===== src/rtl/cp0_regfile_pkg.sv =====
// cp0_regfile_pkg: exception type codes, CP0 register addresses and Status/Cause bit positions
package cp0_regfile_pkg;
  localparam logic [31:0] EXC_TYPE_NOEXC = 32'h0000_0000;
  localparam logic [31:0] EXC_TYPE_INT   = 32'h0000_0001;
  localparam logic [31:0] EXC_TYPE_ADEL  = 32'h0000_0004;
  localparam logic [31:0] EXC_TYPE_ADES  = 32'h0000_0005;
  localparam logic [31:0] EXC_TYPE_SYS   = 32'h0000_0008;
  localparam logic [31:0] EXC_TYPE_BP    = 32'h0000_0009;
  localparam logic [31:0] EXC_TYPE_RI    = 32'h0000_000a;
  localparam logic [31:0] EXC_TYPE_OV    = 32'h0000_000c;
  localparam logic [31:0] EXC_TYPE_ERET  = 32'h0000_000e;
  localparam logic [4:0] CP0_REG_BADVADDR = 5'd8;
  localparam logic [4:0] CP0_REG_COUNT    = 5'd9;
  localparam logic [4:0] CP0_REG_COMPARE  = 5'd11;
  localparam logic [4:0] CP0_REG_STATUS   = 5'd12;
  localparam logic [4:0] CP0_REG_CAUSE    = 5'd13;
  localparam logic [4:0] CP0_REG_EPC      = 5'd14;
  localparam logic [4:0] CP0_REG_PRID     = 5'd15;
  localparam logic [31:0] PRID_VALUE = 32'h0000_4220;
  localparam int STATUS_IE  = 0;
  localparam int STATUS_EXL = 1;
  localparam int STATUS_BEV = 22;
  localparam int CAUSE_TI   = 30;
  localparam int CAUSE_BD   = 31;
endpackage


===== src/rtl/cp0_timer.sv =====
// cp0_timer: Count/Compare pair with half-rate tick and timer interrupt (enabled by CP0_TIMER_INT_EN)
module cp0_timer (
  input  logic        clk,
  input  logic        rst,
  input  logic        count_we,
  input  logic        compare_we,
  input  logic [31:0] wdata,
  output logic [31:0] count,
  output logic [31:0] compare,
  output logic        timer_int
);
  logic tick;
  always_ff @(posedge clk) begin
    if (rst) begin
      count <= '0;
      compare <= '0;
      tick <= 1'b0;
    end else begin
      tick <= count_we ? 1'b0 : ~tick;
      count <= count_we ? wdata : count + {31'b0, tick};
      if (compare_we) compare <= wdata;
    end
  end
`ifdef CP0_TIMER_INT_EN
  logic pending;
  logic match;
  assign match = (count == compare) && (compare != '0);
  // the match is visible immediately; pending keeps it until Compare is rewritten
  always_ff @(posedge clk) begin
    if (rst) pending <= 1'b0;
    else pending <= !compare_we && (pending || match);
  end
  assign timer_int = pending || match;
`else
  assign timer_int = 1'b0;
`endif
endmodule


===== src/rtl/cp0_regfile.sv =====
// cp0_regfile: MIPS CP0 subset (BadVAddr, Count, Compare, Status, Cause, EPC, PRId); timer IRQ via CP0_TIMER_INT_EN
module cp0_regfile
  import cp0_regfile_pkg::*;
(
  input  logic        clk,
  input  logic        rst,
  input  logic        we_i,
  input  logic [4:0]  waddr_i,
  input  logic [4:0]  raddr_i,
  input  logic [31:0] wdata_i,
  input  logic [5:0]  int_i,
  input  logic [31:0] exception_type_i,
  input  logic [31:0] pc_i,
  input  logic [31:0] badvaddr_i,
  input  logic        in_delayslot_i,
  output logic [31:0] rdata_o,
  output logic [31:0] status_o,
  output logic [31:0] cause_o,
  output logic [31:0] epc_o,
  output logic [31:0] badvaddr_o,
  output logic [31:0] count_o,
  output logic [31:0] compare_o,
  output logic        timer_int_o
);
  logic eret, exc, wr;
  logic [7:0] im;
  logic exl, ie, bd;
  logic [4:0] exc_code;
  logic [5:0] ip_hw;
  logic [1:0] ip_sw;
  assign eret = exception_type_i == EXC_TYPE_ERET;
  assign exc = (exception_type_i != EXC_TYPE_NOEXC) && !eret;
  assign wr = we_i && !exc && !eret;
  cp0_timer u_timer (
    .clk(clk),
    .rst(rst),
    .count_we(wr && waddr_i == CP0_REG_COUNT),
    .compare_we(wr && waddr_i == CP0_REG_COMPARE),
    .wdata(wdata_i),
    .count(count_o),
    .compare(compare_o),
    .timer_int(timer_int_o)
  );
  always_ff @(posedge clk) begin
    if (rst) begin
      {im, exl, ie, bd} <= '0;
      exc_code <= '0;
      ip_hw <= '0;
      ip_sw <= '0;
      epc_o <= '0;
      badvaddr_o <= '0;
    end else begin
      ip_hw <= {int_i[5] | timer_int_o, int_i[4:0]};
      if (exc) begin
        exl <= 1'b1;
        exc_code <= exception_type_i == EXC_TYPE_INT ? 5'd0 : exception_type_i[4:0];
        // a nested exception keeps the EPC/BD of the original one
        if (!exl) begin
          epc_o <= in_delayslot_i ? pc_i - 32'd4 : pc_i;
          bd <= in_delayslot_i;
        end
        if (exception_type_i == EXC_TYPE_ADEL || exception_type_i == EXC_TYPE_ADES) badvaddr_o <= badvaddr_i;
      end else if (eret) begin
        exl <= 1'b0;
      end else if (wr) begin
        if (waddr_i == CP0_REG_STATUS) {im, exl, ie} <= {wdata_i[15:8], wdata_i[STATUS_EXL], wdata_i[STATUS_IE]};
        if (waddr_i == CP0_REG_CAUSE) ip_sw <= wdata_i[9:8];
        if (waddr_i == CP0_REG_EPC) epc_o <= wdata_i;
      end
    end
  end
  always_comb begin
    status_o = '0;
    status_o[STATUS_BEV] = 1'b1;
    status_o[15:8] = im;
    status_o[STATUS_EXL] = exl;
    status_o[STATUS_IE] = ie;
    cause_o = '0;
    cause_o[CAUSE_BD] = bd;
    cause_o[CAUSE_TI] = timer_int_o;
    cause_o[15:8] = {ip_hw, ip_sw};
    cause_o[6:2] = exc_code;
  end
  assign rdata_o = raddr_i == CP0_REG_BADVADDR ? badvaddr_o :
                   raddr_i == CP0_REG_COUNT    ? count_o    :
                   raddr_i == CP0_REG_COMPARE  ? compare_o  :
                   raddr_i == CP0_REG_STATUS   ? status_o   :
                   raddr_i == CP0_REG_CAUSE    ? cause_o    :
                   raddr_i == CP0_REG_EPC      ? epc_o      :
                   raddr_i == CP0_REG_PRID     ? PRID_VALUE : '0;
endmodule


===== config.mk =====
export PLATFORM = sky130hd
export DESIGN_NAME = cp0_regfile
export DESIGN_NICKNAME = d
export VERILOG_FILES = /design/src/rtl/cp0_regfile_pkg.sv /design/src/rtl/cp0_timer.sv /design/src/rtl/cp0_regfile.sv
export SDC_FILE = /design/constraint.sdc
export NUM_CORES = 1
export LEC_CHECK = 0
export CAP_MARGIN = 40
export CORE_MARGIN = 2
export CORE_UTILIZATION = 39
export CTS_CLUSTER_DIAMETER = 150
export DETAILED_ROUTE_END_ITERATION = 10
export MAX_ROUTING_LAYER = met4
export PLACE_DENSITY = 0.83
export SLEW_MARGIN = 5
export SYNTH_ARGS = -nofsm -noshare
export SYNTH_HDL_FRONTEND = slang
export SYNTH_SLANG_ARGS = --single-unit

===== constraint.sdc =====
create_clock -name clk -period 2.21 [get_ports clk]
set_clock_uncertainty 0.15 [all_clocks]
set_input_delay 0.221 -clock clk [delete_from_list [all_inputs] [get_ports clk]]
set_output_delay 0.221 -clock clk [all_outputs]
set_load 0.02 [all_outputs]

Word-level counts from Yosys, hierarchy flattened. Index checks and enable logic that the tools add are counted.

Register bits after elaboration: 153. Bits of input ports: 148. Output and inout bits: 225.

Add/subtract/negate cells: 2. Eq/ne operators: 18. Multiplexer cells: 19. Bitwise logic cells: 4. Reduce and logical (&&, ||, !) cells: 20.

Operators with widths (count): 2-to-1 mux 32 bit (13); equality test 32 x 3 -> 1 bit, second input constant (2); equality test 5 x 4 -> 1 bit, second input constant (12); adder 32 x 1 -> 32 bit (1); equality test 32 x 1 -> 1 bit, second input constant (1); equality test 32 x 4 -> 1 bit, second input constant (1); nonzero test 32 bit (1); subtractor 32 x 3 -> 32 bit, second input constant (1); 2-to-1 mux 15 bit (1); AND reduction 4 bit (3); AND reduction 2 bit (3); nonzero test 3 bit (2); logical AND 1 bit (5); 2-to-1 mux 5 bit (1); 2-to-1 mux 1 bit (4); NOT 1 bit (4); nonzero test 2 bit (2); logical NOT 1 bit (2); != test 2 x 1 -> 1 bit, second input constant (1); != test 2 bit, second input constant (1); OR reduction 2 bit (1); logical OR 1 bit (1).

Logic depth before layout (Yosys ltp). Gate-level depths: netlist (run 1).

Word-level depth: 9. Gate-level depth with buffers: 9. Mapped depth without buffers: 8.

Hierarchy. A second synthesis (run 1) with hierarchy kept.

Cells, all modules: 1065. Area total of the unflattened synthesis: 8620.8 um2.

By module, submodules not included: cp0_regfile (times used 1, cells each 724, area each 5590.4 um2); cp0_timer (times used 1, cells each 341, area each 3030.4 um2).

Least setup slack after synthesis (run 1). OpenSTA, ideal clock, no wires.

Path kind: input-to-output. Start point: in raddr_i[1]. End point: out rdata_o[16]. Arrival: 1954 ps. Data required time: 1839 ps. Setup slack: -115 ps. Stages: 7. Buffers on the path: 3. Cell sequence: clkbuf_1 nand2_1 nor3_1 clkbuf_1 buf_1 nand2_1 a31oi_1.

Cells in the longest elaborated chain, start to end: 7. Elaborated cells on any way between the ends: 12.

RTL lines: from (decl) (line cp0_regfile.sv:9) `input logic [4:0] raddr_i,`; equality test 5 x 4 -> 1 bit (line cp0_regfile.sv:89) `raddr_i == CP0_REG_EPC ? epc_o :`; 2-to-1 mux 32 bit (line cp0_regfile.sv:89); 2-to-1 mux 32 bit (line cp0_regfile.sv:88) `raddr_i == CP0_REG_CAUSE ? cause_o :`; 2-to-1 mux 32 bit (line cp0_regfile.sv:87) `raddr_i == CP0_REG_STATUS ? status_o :`; 2-to-1 mux 32 bit (line cp0_regfile.sv:86) `raddr_i == CP0_REG_COMPARE ? compare_o :`; 2-to-1 mux 32 bit (line cp0_regfile.sv:85) `raddr_i == CP0_REG_COUNT ? count_o :`; 2-to-1 mux 32 bit * (line cp0_regfile.sv:84) `assign rdata_o = raddr_i == CP0_REG_BADVADDR ? badvaddr_o :`; to (decl) (line cp0_regfile.sv:16) `output logic [31:0] rdata_o,`.

Mark *: on every way between the ends. The rest lies on a longest branch, timed or not.

Final worst setup path (run 1).
Start point: reg epc_o[8]. End point: out rdata_o[8].

Cells in the longest elaborated chain, start to end: 6.

RTL lines: from (decl) (line cp0_regfile.sv:19) `output logic [31:0] epc_o,`; from (signal assigned) (line cp0_regfile.sv:59) `epc_o <= in_delayslot_i ? pc_i - 32'd4 : pc_i;`; from (signal assigned) (line cp0_regfile.sv:68) `if (waddr_i == CP0_REG_EPC) epc_o <= wdata_i;`; 2-to-1 mux 32 bit (line cp0_regfile.sv:89); 2-to-1 mux 32 bit (line cp0_regfile.sv:88); 2-to-1 mux 32 bit (line cp0_regfile.sv:87); 2-to-1 mux 32 bit (line cp0_regfile.sv:86); 2-to-1 mux 32 bit (line cp0_regfile.sv:85); 2-to-1 mux 32 bit (line cp0_regfile.sv:84).

Every way passes these cells.

==> impl_metrics.ini, run 1 <==
[status]
status = complete, but fails checks
violations = negative setup slack

[floorplan]
io-pin-count = 373
chipHeight_um = 151
std_cell_rows = 53
fp.dieArea_um2 = 22800
start_util_pct = 39.9
fp.dieW_um = 151
core_um2 = 21200

[sta]
hold_viol_final = 0
setup_violations = 1
slew_headroom_pct = 47.8
clock.fmax_mhz = 445
worst_pin_slew_ns = 0.784
fin_crit_ns = 2.25
slew_violations = 0
fin_ws_ns = -0.0396
rsz0062_at_grt = yes
finalCritPeriodShare_pct = 102

[synthesis]
synth_edf_count = 0
synth-compound-area-share_pct = 20.0
synthFlopType = dfxtp_1
yosysWarnings = 0
synth_xor_area_share_pct = 6.02
synthMuxAreaShare_pct = 3.97
yosysTopAreaCell = dfxtp_1
yosysSeqAreaShare_pct = 36.3
synth-adder-area-share_pct = 0.445
synth.top_cell.area_share_pct = 36.3
synth-seq-cells = 153
postSynthAreaPerCell_um2 = 7.94
synthArstFlopShare_pct = 0
syn_area_um2 = 8440
yosysMostFrequentCell = nand2_1
postSynthCellCount = 1064
synthSimpleGateAreaFrac_pct = 25.3
yosys-top-cells-area = dfxtp_1 (36%), nand2_1 (10%), a21oi_1 (6.5%)
synth_cell_type_count = 63
synth_top_family_by_area = simple AND/OR/NAND/NOR gates
yosys-top-cells-count = nand2_1 (224), dfxtp_1 (153), a21oi_1 (110)

[route]
routed-wl-met3_um = 4330
maxUsedRoutingLayer = met4
wl_um = 38900
vias = 10100
drcViolationCount = 0
drt_iter0_drc = 910
dr_wl_met2_um = 18000
viasPerCell = 5.59
routedWlPerCell_um = 21.6
first_pass_iters = 8
met1_length_um = 15100
route.antenna.remaining_nets = 0

[worst_setup_path]
start_kind = register
regToRegStartpoint = u_timer.tick$_SDFF_PP0_
rr_worst_depth = 8
critical-path-top-delay-family = compound AO/OA/AOI/OAI gates
r2r_setup_slack_ns = 0.07
arrival_ns = 1.88
path_class = register to primary output
path_depth = 5
path_buf_inv = 1
startpoint = epc_o[8]$_SDFFE_PP0P_
worstSetupEndpointType = primary output
r2r-end = u_timer.count[25]$_SDFF_PP0_
crit_chain = mux2i_1 -> o21ai_0 -> a221oi_1 -> a21oi_1 -> clkdlybuf4s15_2
endpoint = rdata_o[8]
slowest_delay_ns = 0.35
cp_max_fo = 3
cp.required_ns = 1.84
cpMaxStageDelayCell = dfxtp_1

[pwr]
p_leak_nw = 5.57
powerDensity_nw_per_um2 = 488
vdd_drop_max_uv = 338

[grt]
grt_antenna_before_repair = 2
grt_pass1_wl_um = 52400
first_global_vias = 9173
grt_max_degree = 134
grt.overflow.total = 0
track_usage_pct = 31.5

[layout]
fin_area_um2 = 14000
fin_util_pct = 66.3
drive_gt1_share_pct = 21.3
area_growth_pct = 66.2
fin_nets = 1662

[place]
place_hpwl_um = 27700
post_dp_cell_area_um2 = 12900
io_buffers = 331
place.gp.congestion = 0.941

[clock_network]
clockBufferDepth = 2
cts_root_buf = clkbuf_16
ctsHtreeMaxLevel = 4
cts_tree = done
cts.sinks = 153
clock_latency_ns = 0.42
cts_buffers = 17
cts.clk_slew.worst_paths_ns = 0.06

[hold_path]
hp-class = input pin to register
whs_path_depth = 4

[job]
cap_violations = 0
metrics by stage:
stage / total power [mW] / setup TNS [ns] / cells / worst slack (ns) / hold slack [ns]
2_1_floorplan: 3.36 / 0 / 1103 / 0.0180 / 0.188
5_1_grt: 7.04 / -0.534 / 1801 / -0.0372 / 0.192
4_1_cts: 6.84 / 0 / 1782 / 0.00176 / 0.189
6_report: 6.85 / -0.0396 / 1801 / -0.0396 / 0.161
3_5_place_dp: 3.99 / -67.03 / 1744 / -0.746 / 0.277
3_3_place_gp: 3.97 / -61.46 / 1744 / -0.708 / 0.265
state kept, by name (all words and copies together), names as in the netlist:
register,count
epc_o,32
exc_code,5
ie,1
ip_hw,6
exl,1
u_timer.compare,32
ip_sw,2
im,8
u_timer.tick,1
badvaddr_o,32
bd,1
u_timer.count,32
layout by cell type (no fill, tap or decap), drive strengths merged, types with 4 or more instances in the layout:
master,instances
nand4b,4
dfxtp,153
or3,5
mux2,4
clkdlybuf4s15,10
inv,12
a211o,5
mux2i,29
clkbuf,29
a211oi,33
nor4,27
a221o,7
a22oi,4
and2,5
and3,11
nand2,225
xnor2,22
clkdlybuf4s50,271
a22o,7
nor3,19
nand3,20
conb,41
nand4,12
o211ai,12
and4,4
xor2,36
buf,182
a222oi,7
clkinv,8
o21ai,25
a21oi,111
nor2b,10
a31oi,14
a221oi,5
dlymetal6s2s,22
nor2,87
o22ai,11
worst min-delay path by stage:
stage | end | from | slack, ns
2_1_floorplan | exc_code[4]$_SDFFE_PP0N_ | exception_type_i[4] | 0.19
3_3_place_gp | u_timer.tick$_SDFF_PP0_ | u_timer.tick$_SDFF_PP0_ | 0.27
3_5_place_dp | u_timer.tick$_SDFF_PP0_ | u_timer.tick$_SDFF_PP0_ | 0.28
4_1_cts | badvaddr_o[26]$_SDFFE_PP0P_ | badvaddr_i[26] | 0.19
5_1_grt | exc_code[3]$_SDFFE_PP0N_ | exception_type_i[3] | 0.19
6_report | exc_code[3]$_SDFFE_PP0N_ | exception_type_i[3] | 0.16
worst register-to-register path, stage by stage, from the launching register on:
cell and delay (ns):
dfxtp_1 0.34, ha_1 0.18, and3_1 0.21, nand4_1 0.14, buf_4 0.20, buf_4 0.14
nor4_1 0.35, xnor2_1 0.14, a211oi_2 0.21
power by group:
group	total (mW)	internal, mW	switching, mW
Clock	2.88	1.67	1.22
Sequential	2.88	2.81	0.0673
Combinational	1.09	0.527	0.563
logic make-up (layout without fill, tap and decap cells):
kind of cell    Yosys count  count (layout)
compound gates          250             250
xor+xnor                 58              58
fa+ha+maj                 3               3
buf+inv                 119             540
flops                   153             153
mux                      33              33
other cells               2              43
simple gates            446             446
timing repair:
| action | 4_1_cts | 5_1_grt |
|---|---|---|
| buffers inserted | 4 | 6 |
| setup endpoints to repair | 32 | 126 |
| hold endpoints to repair | 9 | 1 |
| gates resized for setup | 139 | 88 |
| pin swaps | 11 | 11 |
| hold buffers | 1 | 1 |
| gates cloned | 2 | 10 |
routing by layer:
layer,up-vias,GRT usage (%)
li1,4588,-
met1,4695,39.2
met2,663,50.4
met3,118,7.47
met4,0,10.8
met5,-,-
area by class of cell:
cell class / count / area (µm²)
well taps: 275 / 344
repair buffers: 499 / 4890
fillers: 1756 / 7130
diodes: 2 / 5.00
clock buffers: 18 / 429
multi-input cells: 831 / 5120
inverters: 9 / 33.8
clock inverters: 14 / 145
flip-flops and latches: 153 / 3060
Power figures use the tool's default switching activity.
==> inputs of run 2 (changes only) <==
--- a/config.mk
+++ b/config.mk
@@ -8,7 +8,6 @@
 export CAP_MARGIN = 40
 export CORE_MARGIN = 2
 export CORE_UTILIZATION = 39
-export CTS_CLUSTER_DIAMETER = 150
 export DETAILED_ROUTE_END_ITERATION = 10
 export MAX_ROUTING_LAYER = met4
 export PLACE_DENSITY = 0.83
==> results of run 2 <==
Final layout, timing and power as in run 1 (identical DEF).
